<file path="config.mk">
export PLATFORM = sky130hd
export DESIGN_NAME = dds_sequencer
export DESIGN_NICKNAME = d
export VERILOG_FILES = /design/src/rtl/dds_pkg.sv /design/src/rtl/dds_sample_timer.sv /design/src/rtl/dds_sequencer.sv
export SDC_FILE = /design/constraint.sdc
export NUM_CORES = 1
export LEC_CHECK = 0
export BUFFER_PORTS_ARGS = -buffer_cell sky130_fd_sc_hd__buf_2
export CAP_MARGIN = 20
export CORE_UTILIZATION = 25
export CTS_CLUSTER_DIAMETER = 120
export CTS_CLUSTER_SIZE = 8
export DETAILED_ROUTE_END_ITERATION = 12
export PLACE_DENSITY = 0.4
export SYNTH_ARGS = -nofsm -noshare
export SYNTH_HDL_FRONTEND = slang
export SYNTH_SLANG_ARGS = --single-unit
</file>
<file path="constraint.sdc">
create_clock -name clk -period 9.3 [get_ports clk]
set_input_delay 1.395 -clock clk [delete_from_list [all_inputs] [get_ports clk]]
set_output_delay 1.395 -clock clk [all_outputs]
set_load 0.01 [all_outputs]
</file>
<file path="src/rtl/dds_pkg.sv">
// rtl/dds_pkg.sv - shared state encoding, DDS register map and config check for dds_sequencer
package dds_pkg;

  typedef enum logic [1:0] {
    S_IDLE  = 2'd0,
    S_CLEAR = 2'd1,
    S_LOAD  = 2'd2,
    S_RUN   = 2'd3
  } seq_state_t;

  localparam logic [31:0] ADDR_CTRL   = 32'd0;
  localparam logic [31:0] ADDR_THETAS = 32'd1;
  localparam logic [31:0] ADDR_DELTAS = 32'd2;
  localparam logic [31:0] ADDR_AMPLS  = 32'd3;
  localparam logic [31:0] ADDR_CLKDIV = 32'd4;
  localparam logic [31:0] ADDR_STAT   = 32'd5;
  localparam logic [31:0] ADDR_LNGTH  = 32'd6;

  localparam int CTRL_RST  = 0;
  localparam int CTRL_STRT = 1;

  // The sample period must leave room for the DDS to walk every tone plus overhead.
  function automatic logic cfg_valid(input logic [31:0] lngth, input logic [31:0] clkdiv,
                                     input logic [31:0] max_tones);
    logic pow_ok;
    pow_ok = lngth inside {32'd1, 32'd8, 32'd16, 32'd32, 32'd64, 32'd128, 32'd256, 32'd512};
    return pow_ok && (lngth <= max_tones) && ({1'b0, clkdiv} >= ({1'b0, lngth} + 33'd4));
  endfunction

endpackage

</file>
<file path="src/rtl/dds_sample_timer.sv">
// rtl/dds_sample_timer.sv - free-running period counter with a one-cycle strobe per period
module dds_sample_timer (
  input  logic        clk,
  input  logic        a_rst_n,
  input  logic        en,
  input  logic [31:0] div,
  output logic        o_tick
);

  logic [31:0] cnt;

  // Strobe is registered, so it lands exactly div cycles after en rises.
  always_ff @(posedge clk or negedge a_rst_n) begin
    if (!a_rst_n) begin
      cnt    <= '0;
      o_tick <= 1'b0;
    end else if (!en) begin
      cnt    <= '0;
      o_tick <= 1'b0;
    end else begin
      o_tick <= (cnt == div - 32'd1);
      cnt    <= (cnt == div - 32'd1) ? 32'd0 : cnt + 32'd1;
    end
  end

endmodule

</file>
<file path="src/rtl/dds_sequencer.sv">
// rtl/dds_sequencer.sv - loads tone triplets into a DDS and paces sample strobes; DDS_SEQ_BURST_EN adds finite bursts
module dds_sequencer
  import dds_pkg::*;
#(
  parameter int SIG_WIDTH = 16,
  parameter int MAX_TONES = 512
) (
  input  logic                 clk,
  input  logic                 a_rst_n,
  input  logic                 i_seq_go,
  input  logic                 i_seq_stop,
  input  logic [31:0]          i_lngth,
  input  logic [31:0]          i_clkdiv,
  input  logic                 i_tone_valid,
  output logic                 o_tone_ready,
  input  logic [SIG_WIDTH-1:0] i_tone_theta,
  input  logic [SIG_WIDTH-1:0] i_tone_delta,
  input  logic [SIG_WIDTH-1:0] i_tone_ampl,
  output logic                 o_dds_write,
  output logic [31:0]          o_dds_addrs,
  output logic [SIG_WIDTH-1:0] o_dds_thetas,
  output logic [SIG_WIDTH-1:0] o_dds_deltas,
  output logic [SIG_WIDTH-1:0] o_dds_ampls,
  output logic [31:0]          o_dds_ctrl,
  output logic                 o_dds_sample_en,
  output logic [1:0]           o_state,
  output logic                 o_err,
  input  logic [31:0]          i_burst_len
);

  seq_state_t           state_q, state_d;
  logic [31:0]          lngth_q, clkdiv_q, tone_cnt;
  logic [1:0]           wr_idx;
  logic                 clr_cnt, stop_q, err_q;
  logic                 cfg_ok, go_req, tone_xfer, last_write, sample_en, burst_done;
  logic [SIG_WIDTH-1:0] theta_q, delta_q, ampl_q;

  assign cfg_ok     = cfg_valid(i_lngth, i_clkdiv, 32'(MAX_TONES));
  assign go_req     = i_seq_go && !i_seq_stop;
  assign tone_xfer  = (state_q == S_LOAD) && (wr_idx == 2'd0) && i_tone_valid;
  assign last_write = (wr_idx == 2'd3) && (tone_cnt + 32'd1 == lngth_q);

`ifdef DDS_SEQ_BURST_EN
  logic [31:0] burst_cnt;

  always_ff @(posedge clk or negedge a_rst_n) begin
    if (!a_rst_n)               burst_cnt <= '0;
    else if (state_q != S_RUN)  burst_cnt <= '0;
    else if (sample_en)         burst_cnt <= burst_cnt + 32'd1;
  end

  assign burst_done = (i_burst_len != 32'd0) && (burst_cnt + 32'd1 == i_burst_len);
`else
  logic unused_burst_len;
  assign unused_burst_len = ^i_burst_len;
  assign burst_done       = 1'b0;
`endif

  always_ff @(posedge clk or negedge a_rst_n) begin
    if (!a_rst_n) state_q <= S_IDLE;
    else          state_q <= state_d;
  end

  always_comb begin
    state_d = state_q;
    case (state_q)
      S_IDLE:  if (go_req && cfg_ok) state_d = S_CLEAR;
      S_CLEAR: if (i_seq_stop) state_d = S_IDLE; else if (clr_cnt) state_d = S_LOAD;
      S_LOAD:  if (i_seq_stop) state_d = S_IDLE; else if (last_write) state_d = S_RUN;
      S_RUN:   if (sample_en && (stop_q || burst_done)) state_d = S_IDLE;
      default: state_d = S_IDLE;
    endcase
  end

  always_ff @(posedge clk or negedge a_rst_n) begin
    if (!a_rst_n) begin
      lngth_q  <= '0;
      clkdiv_q <= '0;
      tone_cnt <= '0;
      wr_idx   <= '0;
      clr_cnt  <= 1'b0;
      stop_q   <= 1'b0;
      err_q    <= 1'b0;
      theta_q  <= '0;
      delta_q  <= '0;
      ampl_q   <= '0;
    end else begin
      clr_cnt <= (state_q == S_CLEAR) ? ~clr_cnt : 1'b0;
      stop_q  <= (state_q == S_RUN) && (state_d == S_RUN) && (stop_q || i_seq_stop);
      if (state_q == S_IDLE && go_req) begin
        err_q <= !cfg_ok;
        if (cfg_ok) begin
          lngth_q  <= i_lngth;
          clkdiv_q <= i_clkdiv;
        end
      end
      if (state_q == S_CLEAR)                        tone_cnt <= '0;
      else if (state_q == S_LOAD && wr_idx == 2'd3)  tone_cnt <= tone_cnt + 32'd1;
      // Leaving LOAD for any reason drops whatever is left of the burst.
      if (state_d != S_LOAD) begin
        wr_idx <= 2'd0;
      end else if (tone_xfer) begin
        wr_idx  <= 2'd1;
        theta_q <= i_tone_theta;
        delta_q <= i_tone_delta;
        ampl_q  <= i_tone_ampl;
      end else if (wr_idx != 2'd0) begin
        wr_idx <= wr_idx + 2'd1;
      end
    end
  end

  dds_sample_timer u_timer (
    .clk     (clk),
    .a_rst_n (a_rst_n),
    .en      (state_q == S_RUN),
    .div     (clkdiv_q),
    .o_tick  (sample_en)
  );

  always_comb begin
    o_dds_ctrl            = '0;
    o_dds_ctrl[CTRL_RST]  = (state_q == S_CLEAR);
    o_dds_ctrl[CTRL_STRT] = (state_q == S_RUN);
    case (wr_idx)
      2'd1:    o_dds_addrs = ADDR_THETAS;
      2'd2:    o_dds_addrs = ADDR_DELTAS;
      2'd3:    o_dds_addrs = ADDR_AMPLS;
      default: o_dds_addrs = ADDR_CTRL;
    endcase
  end

  assign o_state         = state_q;
  assign o_tone_ready    = (state_q == S_LOAD) && (wr_idx == 2'd0);
  assign o_dds_write     = (wr_idx != 2'd0);
  assign o_dds_thetas    = theta_q;
  assign o_dds_deltas    = delta_q;
  assign o_dds_ampls     = ampl_q;
  assign o_dds_sample_en = sample_en;
  assign o_err           = err_q;

endmodule

</file>
# After elaboration in Yosys (flattened, before gate mapping)
# Cells that the tools add are included.
# totals
register_bits,184
input_bits,149
out_inout_bits,118
word_cells,80
# classes
n_addsub,5
magnitude_cmp,2
eq_ne,18
mux,17
bitwise_logic,2
reduce_logical,23
# op_table
operator,count
$mux 32,4
$add 32x1->32 const B,2
$eq 32x32->1,2
$add 32x3->33 const B,1
$ge 32x33->1,1
$eq 32x1->1 const B,1
$eq 32x10->1 const B,1
$eq 32x4->1 const B,1
$eq 32x5->1 const B,1
$eq 32x6->1 const B,1
$eq 32x7->1 const B,1
$eq 32x8->1 const B,1
$eq 32x9->1 const B,1
$le 32x10->1 const B,1
$sub 32x1->32 const B,1
$mux 2,9
$logic_and 1x1->1,12
$eq 2x2->1 const B,5
$pmux 2 s4,1
$reduce_bool 8->1,1
$pmux 2 s3,1
$eq 2x1->1 const B,2
$logic_not 2->1,2
$reduce_and 2->1,2
other kinds (8),12

# Longest topological paths before layout
# logic_depth
ltp_word,10
depth_mapped,18

# Modules after synthesis
# A second synthesis with hierarchy kept.
# unflattened
hier_cells,1241
hier_area_um2,12099.1
# modules_own_cells
module,n_inst,cells_per_inst,area_each_um2,seq_area_each_um2
dds_sequencer,1,914,9318.9,3778.6
dds_sample_timer,1,327,2780.2,825.8

# Worst setup path before layout
# OpenSTA, ideal clock, no wires.
# synth_path
kind,input-to-reg
start,in i_lngth[6]
end,reg clkdiv_q[26]
arrival_time_ns,5.228
path_slack_ns,3.948
cell_stages,17
cell_sequence,clkbuf_1 and3_1 and3_1 nand3_1 nor4_1 nand3_1 xor2_1 ha_1 nand4_1 nor4_1 a311oi_1 o21ai_0 a221o_1 nand4b_1 clkbuf_1 clkbuf_1 mux2_2
# synth_between
elab_chain_cells,5
word_cells_on_any_way,15
classes_between,add/sub (1); order compare (2); eq/ne (8); reduce/logical (4)
# synth_rtl
item,line_no,rtl
"start, declared",dds_sequencer.sv:12,"input logic [31:0] i_lngth,"
"parallel branches: the longest is 3 deep, another holds $add 32x3->33",n/a,
$logic_and 1x1->1 (*),dds_pkg.sv:27,"return pow_ok && (lngth <= max_tones) && ({1'b0, clkdiv} >= ({1'b0, lngth} + 33'd4));"
$reduce_and 2->1 (no source line) (*),n/a,
"end signal, assigned",dds_sequencer.sv:94,clkdiv_q <= i_clkdiv;
"end, declared",dds_sequencer.sv:32,"logic [31:0] lngth_q, clkdiv_q, tone_cnt;"
# Every way passes the cells marked *.
# A chain may end at the register's enable or synchronous reset.

# Worst setup path after layout
# layout_path
start,in i_lngth[2]
end,reg clkdiv_q[12]
# Same word-level chain as after synthesis.

==> metrics.md <==
| Metric | Value |
|---|---|
| Outcome | `finished, final reports clean` |
| RD Place Congestion | `~0.82` |
| Vias | `between 9,000 and 10,000` |
| Largest vdd supply drop | `0.1314 mV` |
| Number of global-route vias before repair | `9,582` |
| Sequential power share | `47.5%` |
| Syn-to-layout area delta | `14.60%` |
| Sequential cell area fraction in the yosys report | `37.73%` |
| Die span in y | `222.9 µm` |
| Data arrival, critical path | `6340 ps` |
| Worst Setup End Kind | `register` |
| CTS tree | `built` |
| All-Layer GR Usage | `14.43%` |
| Width of the die | `222.9 µm` |
| Dpl cell area | `between 10,000 and 15,000 µm²` |
| Mapped Area | `12,200 µm²` |
| RSZ-0062 raised after global routing | `false` |
| Gr ovfl total | `0` |
| DRT iter0 DRCs | `468` |
| Synth area leaders | `dfrtp_1 38%, mux2_2 6.6%, xnor2_1 5.4%, xor2_1 5.0%, ha_1 4.3%` |
| Mean Syn Cell Area | `9.670 µm²` |
| DPL Wire Length | `26,170 µm` |
| Core Box Area | `roughly 48,000 µm²` |
| Vias per inst | `4.749` |
| Synthesized flop and latch total | `184` |
| Worst-path clk slew | `approximately 70 ps` |
| Final core occ | `29.17%` |
| CP cell instances | `buf_2 -> inv_1 -> nor3_1 -> nand3_1 -> nor4_1 -> nand3_1 -> xor2_1 -> ha_1 -> nand4_1 -> nor4_1 -> a311oi_1 -> o21ai_0 -> a221o_1 -> nand4b_1 -> buf_4 -> mux2_2` |
| Gate power share | `7.9%` |
| Ys Warns | `0` |
| DRT antenna net count | `0` |
| Synth Instances | `1,262` |
| Number of max-cap violations | `0` |
| Clock Path Buffers | `2` |
| Crit Path Max Fanout | `54` |
| Final Cycle Share | `64.28%` |
| Normalized max-slew margin | `40.37%` |
| Primary FF master, synth | `dfrtp_1` |
| Pre-antenna DRT Iters | `5` |
| Clk pwr share | `44.6%` |
| Initial antenna violation count | `16` |
| Share of cells above drive strength 1 | `approximately a quarter` |
| Count of pins over their slew limit | `0` |
| Fin area | `13,980 µm²` |
| Synth top cells by count | `184 x dfrtp_1, 92 x nand2_1, 75 x xnor2_1, 72 x mux2_2, 69 x xor2_1` |
| Sw Ratio | `26.01%` |
| DRC Markers | `0` |
| CTS Sinks | `184` |
| Post-layout min period | `5978 ps` |
| Num CTS Buffers | `17` |
| DRT Wirelength | `34,970 µm` |
| Critical path class | `primary input to register` |
| First-pass GRT wire length | `55,260 µm` |
| # Post-CTS Setup Buffers | `0` |
| Cts repair resizes | `0` |
| CP Data Required Time | `9660 ps` |
| Startpoint types | `primary input` |
| Max frequency | `between 0.15 and 0.2 GHz` |
| Worst-Skew Late Latency | `480 ps` |
| Initial Util | `roughly a quarter` |
| P_sw | `around 440 µW` |
| Largest net degree at the start of global routing | `71` |
| Post-synth top area cell | `dfrtp_1` |
| Slew @ Worst Pin | `894.4 ps` |
| Fin nets | `1,592` |
| # rows | `80` |
| Hold Vio Cnt, Final | `0` |
| Root buffer cell | `clkbuf_16` |
| Die area | `49,700 µm²` |
| Worst path slowest cell | `nor4_1` |
| Netlist cell types | `79` |
| Clk_skew | `11.93 ps` |
| Post-synth EDFFs | `0` |
| Port Buf Inserts | `~170` |
| Worst hold-check path type | `register to register` |
| Ports | `267` |
| Pwr dens | `122.1 nW/µm²` |
| Cell with the most instances after synthesis | `dfrtp_1` |
| Setup TNS | `0 ps` |
| Final Setup Violations | `0` |
| Max stage delay on crit path | `730 ps` |
| P_leak | `0.006532 µW` |
| Post-CTS Hold Fix Bufs | `0` |
| H-tree depth | `4` |
| Asr flop ratio synth | `100.0%` |
| Avg WL per Cell | `17.20 µm` |
| Top cell type's share of synthesized area | `37.73%` |
| Internal | `~1300 µW` |
critical path: cells and delay by family:
| family | cells | cell delay, ps |
|---|---|---|
| AND/OR/NAND/NOR | 7 | 2800 |
| adder cells (fa/ha/maj) | 1 | 300 |
| XOR/XNOR | 1 | 180 |
| AO/OA/AOI/OAI | 3 | 450 |
| buffers and inverters | 3 | 830 |
| multiplexers | 1 | 360 |
cells in the final DEF (no fill, tap or decap), drive strengths merged, types with 5 or more instances in the layout:
master,Yosys,routed
or4,10,10
nand3,63,63
conb,1,60
inv,31,36
buf,87,184
and2,29,29
mux2,92,92
nor2,57,57
nand2b,6,6
o31ai,15,15
and3,15,15
xnor2,76,76
a21oi,31,31
clkbuf,37,18
nand3b,6,6
nand4,43,43
o22ai,5,5
dfrtp,184,184
nand2,92,92
nor3,64,64
a21o,14,14
mux2i,5,5
o211ai,5,5
nor4,32,32
o21ai,52,52
xor2,69,69
nor2b,9,9
a31oi,13,13
and4,15,15
ha,42,42
or3,9,9
routing by layer:
metal  GRT usage, %  vias up  wire length, µm
met5              0        -              158
met4          5.895       26              784
met3          4.610       61             2028
met2          22.78      215            16050
met1          18.14     4647            15950
li1               -     4706                -
metrics by stage:
| step | instances | setup WS (ps) | power [µW] | hold slack (ps) |
|---|---|---|---|---|
| floorplan | 1321 | 3948 | 906.8 | 427.8 |
| global placement | 1997 | 2852 | 963.6 | 451.3 |
| detailed placement | 1997 | 2868 | 965.1 | 453.6 |
| CTS | 2029 | 3387 | 1749 | 464.4 |
| global route | 2029 | 3041 | 1786 | 505.6 |
| finish | 2033 | 3322 | 1707 | 458.7 |
flip-flops by register name, summed over array words and instances, names as in the netlist:
name	cells
tone_cnt	32
o_state	2
u_timer.o_tick	1
o_dds_ampls	16
stop_q	1
o_dds_thetas	16
clr_cnt	1
wr_idx	2
u_timer.cnt	32
clkdiv_q	32
lngth_q	32
o_err	1
o_dds_deltas	16
final timing paths:
kind / startpoint / end / slack, ps / depth (start not counted)
max in group asynchronous: a_rst_n / lngth_q[18] / 6330 / 3
max reg2reg: tone_cnt[0] / o_dds_thetas[11] / 5240 / 10
min in group asynchronous: a_rst_n / tone_cnt[3] / 920 / 1
min: clr_cnt / clr_cnt / 460 / 1
min reg2reg: clr_cnt / clr_cnt / 460 / 1
max: i_lngth[2] / clkdiv_q[12] / 3320 / 16
power groups by stage:
stage | clock network [µW] | registers, µW | logic [µW]
floorplan | 0 | 832 | 75.0
global placement | 0 | 827 | 137
detailed placement | 0 | 827 | 138
CTS | 799 | 811 | 138
global route | 821 | 812 | 153
finish | 761 | 812 | 135
cells by family (layout without fill, tap and decap cells):
logic type / count (synthesis) / count (layout) / share of synthesized area [%]
buf+inv: 155 / 248 / 7.382
simple gates: 462 / 462 / 21.01
other cells: 1 / 64 / 0.03073
fa+ha+maj: 42 / 42 / 4.306
flops: 184 / 184 / 37.73
mux: 97 / 97 / 9.515
xor+xnor: 146 / 146 / 10.66
compound gates: 175 / 175 / 9.362
final cells by class:
type	instances	area [µm²]
Tap cell	615	769.5
Timing Repair Buffer	185	962.2
Fill cell	5072	33960
Antenna cell	4	10.01
Sequential cell	184	4604
Clock inverter	15	168.9
Clock buffer	17	425.4
Inverter	31	116.4
Multi-Input combinational cell	982	6928
Note: power is estimated with default switching activity, not from simulation.
